File: src/rtl/contador_arbitro.sv
// Round-robin arbiter that turns signed step bursts from NREQ clients into
// single-cycle acrescer/decrecer pulses for a shared counter, tracking its value.
module contador_arbitro #(
    parameter int NREQ      = 4,
    parameter int WIDTH     = 8,
    parameter int QW        = 4,
    parameter int RESET_VAL = 106,
    parameter int LIM_LO    = 0,
    parameter int LIM_HI    = 255
) (
    input  logic                     clk,
    input  logic                     rst,
    input  logic [NREQ-1:0]          req,
    input  logic [NREQ-1:0]          dir,
    input  logic [NREQ*QW-1:0]       qty,
    output logic [NREQ-1:0]          ack,
    output logic [$clog2(NREQ)-1:0]  grant_id,
    output logic                     busy,
    output logic                     acrescer,
    output logic                     decrecer,
    output logic                     sat,
    output logic [QW-1:0]            passos,
    output logic [WIDTH-1:0]         contagem
);
    localparam int IW = $clog2(NREQ);

    typedef enum logic [1:0] {IDLE, STEP, DONE} state_t;

    state_t          state, state_next;
    logic [IW-1:0]   last_q;
    logic [IW-1:0]   pick;
    logic            found;
    logic            dir_q;
    logic [QW-1:0]   remaining;
    logic [QW-1:0]   steps;
    logic            sat_q;
    logic            do_grant, pulse_up, pulse_dn, hit_bound, finish;
    logic            at_hi, at_lo;

    // Search starts one past the last winner so every requester gets a turn.
    always_comb begin
        found = 1'b0;
        pick  = '0;
        for (int i = 1; i <= NREQ; i++) begin
            if (!found && req[(int'(last_q) + i) % NREQ]) begin
                found = 1'b1;
                pick  = IW'((int'(last_q) + i) % NREQ);
            end
        end
    end

    assign at_hi = (contagem == WIDTH'(LIM_HI));
    assign at_lo = (contagem == WIDTH'(LIM_LO));

    always_ff @(posedge clk) begin
        if (rst) state <= IDLE;
        else     state <= state_next;
    end

    always_comb begin
        state_next = state;
        do_grant   = 1'b0;
        pulse_up   = 1'b0;
        pulse_dn   = 1'b0;
        hit_bound  = 1'b0;
        finish     = 1'b0;
        case (state)
            IDLE: begin
                if (found) begin
                    do_grant   = 1'b1;
                    state_next = STEP;
                end
            end
            STEP: begin
                if (remaining == '0) begin
                    state_next = DONE;
                end else if (dir_q ? at_hi : at_lo) begin
                    hit_bound  = 1'b1;
                    state_next = DONE;
                end else begin
                    pulse_up = dir_q;
                    pulse_dn = !dir_q;
                end
            end
            DONE: begin
                finish     = 1'b1;
                state_next = IDLE;
            end
            default: state_next = IDLE;
        endcase
    end

    // The mirror moves on the same edge the pulse is raised, so it already
    // reflects whatever pulse the counter is about to see.
    always_ff @(posedge clk) begin
        if (rst) begin
            ack       <= '0;
            grant_id  <= '0;
            busy      <= 1'b0;
            acrescer  <= 1'b0;
            decrecer  <= 1'b0;
            sat       <= 1'b0;
            passos    <= '0;
            contagem  <= WIDTH'(RESET_VAL);
            last_q    <= IW'(NREQ - 1);
            dir_q     <= 1'b0;
            remaining <= '0;
            steps     <= '0;
            sat_q     <= 1'b0;
        end else begin
            acrescer <= pulse_up;
            decrecer <= pulse_dn;
            ack      <= '0;
            if (do_grant) begin
                grant_id  <= pick;
                last_q    <= pick;
                dir_q     <= dir[pick];
                remaining <= qty[int'(pick)*QW +: QW];
                steps     <= '0;
                sat_q     <= 1'b0;
                busy      <= 1'b1;
            end else if (state == IDLE) begin
                busy <= 1'b0;
            end
            if (pulse_up || pulse_dn) begin
                contagem  <= pulse_up ? contagem + WIDTH'(1) : contagem - WIDTH'(1);
                remaining <= remaining - QW'(1);
                steps     <= steps + QW'(1);
            end
            if (hit_bound) sat_q <= 1'b1;
            if (finish) begin
                ack    <= {{(NREQ-1){1'b0}}, 1'b1} << grant_id;
                sat    <= sat_q;
                passos <= steps;
            end
        end
    end
endmodule

File: config.mk
export PLATFORM = sky130hd
export DESIGN_NAME = contador_arbitro
export DESIGN_NICKNAME = d
export VERILOG_FILES = /design/src/rtl/contador_arbitro.sv
export SDC_FILE = /design/constraint.sdc
export NUM_CORES = 1
export LEC_CHECK = 0
export CORE_ASPECT_RATIO = 2
export CORE_MARGIN = 4
export CORE_UTILIZATION = 53
export CTS_CLUSTER_SIZE = 12
export DETAILED_ROUTE_END_ITERATION = 6
export MAX_ROUTING_LAYER = met4
export PLACE_DENSITY_LB_ADDON = 0.25
export SLEW_MARGIN = 15
export SYNTH_ARGS = -nofsm -noshare
export SYNTH_HDL_FRONTEND = slang
export SYNTH_SLANG_ARGS = --single-unit
File: constraint.sdc
create_clock -name clk -period 4.8 [get_ports clk]
set_input_delay 0.72 -clock clk [delete_from_list [all_inputs] [get_ports clk]]
set_output_delay 0.72 -clock clk [all_outputs]
set_load 0.1 [all_outputs]
* After elaboration in Yosys (flattened, before gate mapping)
Index checks and enable logic that the tools add are counted.
** Word-level totals
- Register bits after elaboration :: 36
- Input bits :: 26
- Output and inout bits :: 22
- Logic and storage cells :: 107
** Cells by class
- $add $sub $neg :: 8
- Magnitude comparators :: 5
- Eq/ne operators :: 5
- Shift operators :: 2
- Multiplexer cells :: 48
- Bitwise gates (word level) :: 5
- Reduce and logical (&&, ||, !) cells :: 20
** Operators by type and width (count)
- $mux 1 :: 30
- $lt 3x4->1 const B :: 4
- $mux 4 :: 4
- $shiftx 16x5->4 :: 1
- $mux 2 :: 7
- $bmux 1 s2 :: 5
- $reduce_or 2->1 :: 5
- $add 8x1->8 const B :: 1
- $eq 8x8->1 const B :: 1
- $logic_not 8->1 :: 1
- $mux 8 :: 1
- $sub 8x1->8 const B :: 1
- $reduce_bool 2->1 :: 3
- $add 2x1->2 const B :: 2
- $add 2x2->2 const B :: 2
- $add 4x1->4 const B :: 1
- $and 1x1->1 const A :: 4
- $logic_not 1->1 :: 4
- $logic_not 4->1 :: 1
- $pmux 2 s2 :: 1
- $shl 1x2->4 const A :: 1
- $sub 4x1->4 const B :: 1
- $logic_and 1x1->1 :: 3
- $lt 2x3->1 const B :: 1
- other kinds (8) :: 8

* Depth between registers and ports, before layout
Gate-level depths: netlist of the first run.
- Depth after elaboration :: 20
- Gate-level depth with buffers :: 11
- Gate-level depth less buffers :: 11

* Worst setup path after synthesis of the first run
No wires, ideal clock.
- Path kind :: reg2reg
- Start point :: register contagem[0]
- End point :: register contagem[7]
- Setup time :: 0.063 ns
- Arrival :: 2.828 ns
- Data required time :: 4.737 ns
- Setup slack :: 1.909 ns
- Stages on the path, launching flop included :: 10
- Path buffers :: 0
- Period minus slack after synthesis :: 2.891 ns
- Cells stage by stage :: dfxtp_1 -> nand4_1 -> or2_1 -> nand2_1 -> ha_1 -> nand3_1 -> o2111ai_1 -> o211ai_1 -> or4_1 -> nand3b_1
** On the way
- Cells in the longest elaborated chain, start to end :: 6
- Elaborated cells on any way between the ends :: 13
- Classes of those cells :: 2 x add/sub; 1 x eq/ne; 8 x mux; 2 x reduce/logical
** Ends and longest elaborated chain
- start: declaration :: RTL line 23 : output logic [WIDTH-1:0] contagem
- start signal: assignment :: RTL line 104 : contagem <= WIDTH'(RESET_VAL);
- start signal: assignment :: RTL line 126 : contagem <= pulse_up ? contagem + WIDTH'(1) : contagem - WIDTH'(1);
- $eq 8x8->1 or $logic_not 8->1 (tied branches) :: RTL line 52, 53
- $mux 1 (2 in a row) :: RTL line 77 : end else if (dir_q ? at_hi : at_lo) begin
- $mux 1 :: RTL line 75 : if (remaining == '0) begin
- $mux 1 :: RTL line 67 : case (state)
- $mux 8 or $logic_or 1x1->1 (tied branches) :: RTL line 126, 125
Parallel ways exist; a longest one is shown, timed or not.
A chain may end at the register's enable or synchronous reset.

* Final worst setup path of the first run
- Start point :: register remaining[0]
- End point :: register contagem[7]
** On the way
- Cells in the longest elaborated chain, start to end :: 4
- Elaborated cells on any way between the ends :: 7
- Classes of those cells :: 5 x mux; 2 x reduce/logical
** Ends and longest elaborated chain
- start: declaration :: RTL line 34 : logic [QW-1:0] remaining;
- start signal: assignment :: RTL line 118 : remaining <= qty[int'(pick)*QW +: QW];
- start signal: assignment :: RTL line 127 : remaining <= remaining - QW'(1);
- $logic_not 4->1 (*) :: RTL line 75
- $mux 1 :: RTL line 75
- $mux 1 :: RTL line 67
- $mux 8 or $logic_or 1x1->1 (tied branches) :: RTL line 126, 125
Every way passes the cells marked *; elsewhere a longest branch is shown, timed or not.

==> impl_metrics.toml, run 1 <==
[sta]
fin_worst_skew_ns = 0.00872
finalMaxSlewViolations = 0
post-route-period-util = 0.605
fin_ws_ns = 1.90
slew_headroom = 0.348
worst_pin_slew_ns = 0.975
fmax_ghz = 0.344
finalSetupViolCount = 0
fin_crit_ns = 2.90
hold_viol = 0
fin_setup_tns_ns = 0
rsz0062_at_grt = "false"

[grt]
grt_max_degree = 35
gr-total-overflow = 0
grt_pass1_wl_um = 7370
grt.total_usage = 0.204
antenna_found_initial = 0
first_global_vias = 1724

[worst_setup_path]
r2r_setup_slack_ns = 1.90
regToRegEndpoint = "contagem[7]$_SDFFE_PP0P_"
critPathCaptureType = "flip-flop"
crit_arrival_ns = 3.14
endpoint = "contagem[7]$_SDFFE_PP0P_"
cp.required_ns = 5.03
worstRegToRegCells = 11
crit_path_start_kind = "flip-flop"
crit_path_start = "remaining[0]$_SDFFE_PP0P_"
cp_max_fo = 10
critPathKind = "reg -> reg"
reg2reg_from = "remaining[0]$_SDFFE_PP0P_"

[placed_design]
place_ws_ns = 1.90
dp_hpwl_um = 3330
placed_cells = 294
gp_congestion = 0.853
numPortBuffers = 47

[clock_network]
postCtsSetupRepairBufs = 0
cts.htree.levels = 2
cts_made_buffers = 5
clkTransAtPathRegs_ns = 0.07
clk_latency_ns = 0.29
cts.path.max_buffers = 2
cts_resized = 0
clock_sinks = 36
cts_tree = "done"
clockRootBuffer = "clkbuf_8"
cts_hold_buf = 0

[routing]
vias = 1759
drcViolationCount = 0
dr.pass1.iters = 4
avgViaCountPerCell = 5.82
routed_wl_um = 4400
drt-initial-drc-count = 35
wl_per_cell_um = 14.6
postRouteAntennaNets = 0

[yosys]
synth.distinct_cells = 49
synth_nets = 240
synth_edf_count = 0
ys_seq_area_frac = 0.361
yosysWarningCount = 0
ys.flop_type = "dfxtp_1"
yosysTopAreaCell = "dfxtp_1"
synthCells = 205
avgSynthCellArea_um2 = 9.73
syn_area_mm2 = 0.00200
synth_area_leaders = "dfxtp_1 (36%), mux2i_1 (6.5%), mux4_1 (5.3%), ha_1 (5.0%), nor2_1 (3.6%)"
synth_top_area_frac = 0.361
ys_seq_elements = 36
async_flop_share = 0

[floorplanning]
io_pins = 48
fp.coreArea_mm2 = 0.00365
dieArea_mm2 = 0.00487
dieWidth_um = 51.4
rows = 31
fp.dieH_um = 94.8
start_util = 0.547

[power_and_ir_drop]
p_leak_nw = 1.04
vdd.ir_drop.worst_v = 0.000379
power.share.sequential = 0.281
p_clk_frac = 0.135
comb_power_share = 0.585
swShare = 0.496
switching_power_uw = 821
p_per_area_mw_per_mm2 = 644
p_int_uw = 836

[final_layout]
fillers = 328
synthToLayoutAreaGrowth_pct = 29.0
nets = 287
layout-drive-gt1-share = 0.0751
diodes = 0
final-instance-count-excl-fill = 302

[min_path]
min-delay-path-class = "reg -> reg"

[flow_run]
drv_cap = 0

[run_status]
status = "completed"
final cells by class:
class,instances,area (µm²),area share
Multi-Input combinational cell,153,1190,0.462
Sequential cell,36,721,0.280
Timing Repair Buffer,48,478,0.186
Clock buffer,7,86.3,0.0335
Tap cell,49,61.3,0.0238
Inverter,8,30.0,0.0117
Clock inverter,1,7.51,0.00292
worst max-delay path, stage by stage, from the launching register on:
cell and delay (ns):
dfxtp_1 0.36, inv_1 0.05, ha_1 0.22, nor3b_2 0.19, nor3b_2 0.29, nand2_1 0.30
ha_1 0.47, nand3_1 0.12, o2111ai_1 0.19, o211ai_1 0.16, or4_1 0.42, nand3b_1 0.09
power by group through the flow:
stage / Sequential (mW) / Combinational [mW] / Clock (mW)
finish: 0.465 / 0.968 / 0.223
global route: 0.480 / 1.04 / 0.240
CTS: 0.465 / 0.973 / 0.229
detailed placement: 0.471 / 0.967 / 0
global placement: 0.470 / 0.953 / 0
floorplan: 0.725 / 0.475 / 0
worst min path at each step:
stage / from / slack (ns) / depth (start not counted) / endpoint
after global routing: steps[3]$_SDFFE_PP0P_ / 0.52 / 2 / steps[3]$_SDFFE_PP0P_
after CTS: busy$_SDFFE_PP0P_ / 0.50 / 2 / busy$_SDFFE_PP0P_
after global placement: busy$_SDFFE_PP0P_ / 0.48 / 2 / busy$_SDFFE_PP0P_
after floorplan: sat_q$_SDFFE_PP0P_ / 0.46 / 2 / sat$_SDFFE_PP0N_
final: busy$_SDFFE_PP0P_ / 0.50 / 2 / busy$_SDFFE_PP0P_
after detailed placement: busy$_SDFFE_PP0P_ / 0.49 / 2 / busy$_SDFFE_PP0P_
synth_stat cells, types with 4 or more instances:
cell and n:
ha_1 8, and3_1 4, o211ai_1 4, nand2_1 10, dfxtp_1 36, or3_1 4
inv_1 8, nor2_1 19, nand2b_1 4, nand3_1 6, a21oi_1 14, mux2i_1 13
mux4_1 4, o21ai_0 7, a211o_1 4, clkbuf_1 4
layout by cell type (no fill, tap or decap), types with 4 or more instances in the layout:
master / Yosys / routed
clkdlybuf4s50_1: 0 / 47
dfxtp_1: 36 / 36
nor2_1: 19 / 19
a21oi_1: 14 / 14
mux2i_1: 13 / 13
nand2_1: 10 / 10
inv_1: 8 / 8
ha_1: 8 / 8
o21ai_0: 7 / 7
nand3_1: 6 / 6
clkbuf_8: 0 / 6
nand2b_1: 4 / 4
a211o_1: 4 / 4
mux4_1: 4 / 4
and3_1: 4 / 4
o211ai_1: 4 / 4
or3_1: 4 / 4
registers in the layout, indices dropped and copies added (netlist names), 2 cells and up:
register / cells
ack: 4
remaining: 4
passos: 4
grant_id: 2
state: 2
contagem: 8
steps: 4
last_q: 2
stage by stage:
step	utilization	total power, mW	cell area (µm²)	hold slack, ns
floorplan	-	1.20	2000	0.461
global route	0.706	1.76	2570	0.521
detailed placement	0.680	1.44	2480	0.486
finish	0.706	1.66	2570	0.497
CTS	0.706	1.67	2570	0.502
global placement	0.680	1.42	2480	0.480
routing by layer:
metal	vias to the layer above	wire, µm	part of all wire	GRT usage
met1	832	1560	0.36	0.187
met3	14	213	0.048	0.0395
li1	857	-	-	-
met4	0	138	0.031	0.103
met5	-	0	0	-
met2	56	2490	0.57	0.382
logic make-up after synthesis:
group	count (synthesis)	share of synthesized area
DFF	36	0.361
buffers and inverters	16	0.0426
adders and majority gates	9	0.0602
AOI/OAI and AO/OA	47	0.175
muxes	19	0.129
xor gates and xnor gates	6	0.0263
and+or+nand+nor	72	0.206
No activity file was read; power rests on OpenSTA's default activity.
==> run 2: changes to the inputs <==
- CORE_UTILIZATION: 53 -> 45
- clock period: 4.8 -> 2.5 ns (I/O delays scaled with it)
==> impl_metrics.toml, run 2 (synthesized netlist as in run 1, its figures left out) <==
[final_layout]
top_register = "contagem"
layout-drive-gt1-share = 0.336
nets = 311
seqCellArea_um2 = 733
final_core_util = 0.675
largest_reg_flops = 8
synthToLayoutAreaGrowth_pct = 46.8
final_common_cell = "buf_4"
diodes = 0
multiInputGateArea_mm2 = 0.00134
fillers = 372
final-instance-count-excl-fill = 331
mostFrequentLayoutCells = "buf_4 (44), dfxtp_1 (26), clkdlybuf4s50_1 (25)"

[routing]
drt-initial-drc-count = 26
wl_per_cell_um = 15.3
postRouteAntennaNets = 0
drcViolationCount = 0
avgViaCountPerCell = 5.60
dr.pass1.iters = 4
vias = 1854
routed_wl_um = 5050

[sta]
rsz0062_at_grt = "true"
fmax_ghz = 0.407
finalSetupViolCount = 0
slew_headroom = 0.704
fin_crit_ns = 2.46
holdWs_ns = 0.502
worst_pin_slew_ns = 0.444
hold_viol = 0
post-route-period-util = 0.983
fin_worst_skew_ns = 0.00851
finalMaxSlewViolations = 0

[run_status]
status = "completed"

[grt]
first_global_vias = 1757
grt_max_degree = 24
grt_pass1_wl_um = 7750
antenna_found_initial = 0
grt.total_usage = 0.191
gr-total-overflow = 0

[floorplanning]
dieArea_mm2 = 0.00563
dieWidth_um = 55.1
fp.dieH_um = 102
rows = 34
start_util = 0.460
io_pins = 48
fp.coreArea_mm2 = 0.00434

[worst_setup_path]
crit_arrival_ns = 2.69
cp.required_ns = 2.73
cp_max_fo = 5
critPathCaptureType = "flip-flop"
critPathKind = "reg -> reg"
crit_path_start_kind = "flip-flop"

[clock_network]
cts_tree = "done"
clock_sinks = 36
cts.htree.levels = 2
clkTransAtPathRegs_ns = 0.08
clk_latency_ns = 0.29
cts.path.max_buffers = 2
cts_made_buffers = 5
clockRootBuffer = "clkbuf_8"

[power_and_ir_drop]
p_per_area_mw_per_mm2 = 1310
vdd.ir_drop.worst_v = 0.00106
p_leak_nw = 1.24

[placed_design]
numPortBuffers = 47
dp_hpwl_um = 3570
placed_cells = 315
gp_congestion = 0.768

[flow_run]
drv_cap = 0

[min_path]
min-delay-path-class = "reg -> reg"
-- run 2: cell count changes in the layout (fill, tap and decap cells not counted), moves of 3 or more --
cell             previous run  this run
a21oi_1                    14        11
a21oi_2                     0         3
buf_4                       1        44
bufinv_16                   0         3
clkdlybuf4s50_1            47        25
dfxtp_1                    36        26
dfxtp_2                     0        10
ha_1                        8         2
ha_4                        0         6
-- run 2: area by class of cell --
| type | count | area share |
|---|---|---|
| Timing Repair Buffer | 71 | 0.206 |
| Multi-Input combinational cell | 154 | 0.456 |
| Clock buffer | 5 | 0.0235 |
| Sequential cell | 36 | 0.250 |
| Inverter | 8 | 0.0103 |
| Clock inverter | 3 | 0.0308 |
| Tap cell | 54 | 0.0231 |
-- run 2: metrics by stage --
stage	setup WS, ns	setup TNS (ns)	total power [mW]	instance area [µm²]
after floorplan	0.0354	0	2.40	2080
final	0.0416	0	3.83	2930
after CTS	0.00322	0	3.64	2830
after detailed placement	-0.0383	-0.0383	2.89	2630
after global routing	-0.0673	-0.0870	4.02	2930
after global placement	-0.00118	-0.00118	2.87	2630
-- run 2: power breakdown --
group	internal (mW)	switching (mW)
sequential	0.730	0.202
combinational	0.907	1.28
clock	0.499	0.216
total	2.14	1.69
-- run 2: timing repair --
action,4_1_cts,5_1_grt
hold buffers,0,0
cloned,1,0
pin swaps,3,8
buffers inserted,4,3
resized for setup,1,19
setup endpoints to repair,2,3
-- run 2: path summary, 6_finish.rpt --
path | to | cells past startpoint | slack, ns | start
hold / removal | passos[3]$_SDFFE_PP0N_ | 2 | 0.50 | passos[3]$_SDFFE_PP0N_
setup / recovery | contagem[7]$_SDFFE_PP0P_ | 11 | 0.04 | remaining[0]$_SDFFE_PP0P_
hold reg to reg | passos[3]$_SDFFE_PP0N_ | 2 | 0.50 | passos[3]$_SDFFE_PP0N_
setup reg to reg | contagem[7]$_SDFFE_PP0P_ | 11 | 0.04 | remaining[0]$_SDFFE_PP0P_
-- run 2: per-layer routing --
layer | wire (µm) | track usage
met5 | 0 | -
met4 | 142 | 0.0899
met3 | 183 | 0.0321
met2 | 2970 | 0.343
met1 | 1760 | 0.188
-- run 2: worst max-delay path, cell delays in order (launching register included) --
cell and delay, ns:
dfxtp_2 0.36, inv_2 0.05, ha_4 0.15, nor3b_4 0.15, nor3b_4 0.24, nand2_4 0.16
ha_4 0.33, nand3_4 0.08, o2111ai_2 0.16, o211ai_1 0.13, or4_1 0.48, nand3b_1 0.09
==> RTL edit, RTL diff (config.mk and constraints of run 2) <==
Set the parameter `NREQ` to 8 (it was 4).
--- a/src/rtl/contador_arbitro.sv
+++ b/src/rtl/contador_arbitro.sv
@@ -1,7 +1,7 @@
 // Round-robin arbiter that turns signed step bursts from NREQ clients into
 // single-cycle acrescer/decrecer pulses for a shared counter, tracking its value.
 module contador_arbitro #(
-    parameter int NREQ      = 4,
+    parameter int NREQ      = 8,
     parameter int WIDTH     = 8,
     parameter int QW        = 4,
     parameter int RESET_VAL = 106,
Ports: changed (5 resized); port bits go from 48 to 77. The function was not compared with the original's and may differ.
==> RTL edit against run 2 <==
The run now ends with negative setup slack left. Synthesized area rose by 66%. First-iteration DRC count grew to 12 times the old value. Count of clock-buffer cells in the layout increased by 1. Utilization rose by 10 points. Via count is 100% higher. Routed wire length grew to 2.6 times the old value. Cell area rose by 92%. Power rose by 130%. Sequential cell count rose by 6. Clock power grew 0.6%. Critical path depth unchanged. Setup slack got worse by 0.78 ns. Hold slack worse by 0.0019 ns.
==> RTL edit: results (changes against run 2) <==
[timing]
setup_viol=20  ; +20
hold_ws_ns=0.5003  ; -0.001906 ns
fin_ws_ns=-0.7370  ; -0.7786 ns
tightest_slew_ns=0.5166  ; +0.07235 ns
finalClockSkew_ns=0.004675  ; -0.003840 ns

[cts]
cts_made_buffers=5  ; unchanged
root_buffer=clkbuf_16
clockBufferDepth=2  ; unchanged
cts_resized=37  ; +36
h-tree-depth=2  ; unchanged
post-cts-setup-buffers=17  ; +13
clkTransAtPathRegs_ns=0.06  ; -0.02 ns

[setup_path]
r2r_cells=14  ; +3
r2r_start=last_q[1]
arrival_ns=3.41  ; +0.72 ns
reg2reg_slack_ns=-0.73  ; -0.77 ns
crit_fanout=7  ; +2
cpMaxStageDelayCell=clkdlybuf4s50_1
crit_path_max_incr_delay_ns=0.59  ; +0.11 ns
r2r-end=remaining[1]
critPathTopFamily=compound AO/OA/AOI/OAI gates
crit_start=req[6]

[layout]
n_fill_cell=487  ; +31%
reg_top3=ack x8, contagem x8
nNetsFinal=604  ; +94%
drive_gt1_frac=0.4926  ; +0.1569

[drt]
drt_iter0_markers=311  ; +1100%
drt-vias-per-instance=5.818  ; +3.9%
finalWirelength_um=12890  ; +160%
first_pass_iters=4  ; unchanged

[placement]
gp_congestion=0.9639  ; +25%
io_buffers=76  ; +62%
dp_hpwl_um=9447  ; +160%
dp_slack_ns=-1.091  ; -1.052 ns

[synth]
synthTopCellsByCount=dfxtp_1, nor2_1, mux2i_1
yosysWarnings=0  ; unchanged
synth_area_leaders=dfxtp_1, mux2i_1, mux4_2
synth_cell_types=65  ; +33%
ys_seq_area_frac=0.2544  ; -0.1068
syn_nets=428  ; +78%

[pwr]
power_frac_comb=0.809  ; +0.239
p_total_mw=8.933  ; +130%
power_leakage_nw=2.397  ; +94%
pg_seq_uw=985  ; +5.8%
peakVddDrop_uv=1217  ; +14%
power_switching_mw=4.050  ; +140%

[global_routing]
grt_pass1_vias=3845  ; +120%
grt_usage=0.3030  ; +0.1117
grt_pass1_wl_um=19220  ; +150%
grt_max_degree=26  ; +8.3%

[outcome]
failed_checks=negative setup slack
outcome=complete, but fails checks

[worst_hold_path]
hold_depth=2  ; unchanged
hold_path.class=reg -> reg
holdPathEnd=passos[0]
hold_start=passos[0]

-- RTL edit: cell count changes after synthesis, moves of 10 or more --
cell | before | now
nor3_1 | 3 | 13
nand2_1 | 10 | 26
a21oi_1 | 14 | 24
mux4_2 | 0 | 14
nor2_1 | 19 | 41
mux2i_1 | 13 | 35
-- RTL edit: per-layer routing --
metal / vias up / track usage / wire, um
li1: 1722 / - / -
met1: 1771 / 0.2526 / 3953
met2: 141 / 0.5493 / 7372
met3: 66 / 0.05464 / 543
met4: 0 / 0.2345 / 1021
met5: - / - / 0
-- RTL edit: metrics by stage --
step	area, sq um	instances	TNS, ns	util
3_5_place_dp	4788	598	-14.91	0.6639
2_1_floorplan	3486	367	-9.498	-
3_3_place_gp	4788	598	-14.08	0.6639
4_1_cts	5245	624	-9.880	0.7273
6_report	5618	636	-11.97	0.7790
5_1_grt	5618	636	-14.24	0.7790
-- RTL edit: layout make-up --
class / instances / area share
inverter: 12 / 0.008463
multi-input combinational: 292 / 0.4844
clock buffer: 6 / 0.02673
tap: 92 / 0.02049
sequential: 42 / 0.1563
timing repair buffer: 190 / 0.3004
clock inverter: 2 / 0.003118
-- RTL edit: cell families after synthesis --
group,Yosys count,share of synthesized area
buffers and inverters,34,0.04996
DFF,42,0.2544
and+or+nand+nor,126,0.1896
adders and majority gates,11,0.04391
AOI/OAI and AO/OA,79,0.1726
muxes,63,0.2555
xor gates and xnor gates,12,0.03407
-- RTL edit: worst max-delay path by stage --
stage                     slack (ns)  cells past startpoint            to
after global placement         -1.09                     12  remaining[1]
final                          -0.74                     11  remaining[1]
after detailed placement       -1.09                     12  remaining[1]
after global routing           -0.85                     13         dir_q
after floorplan                -0.87                     15         dir_q
after CTS                      -0.71                     11  remaining[1]
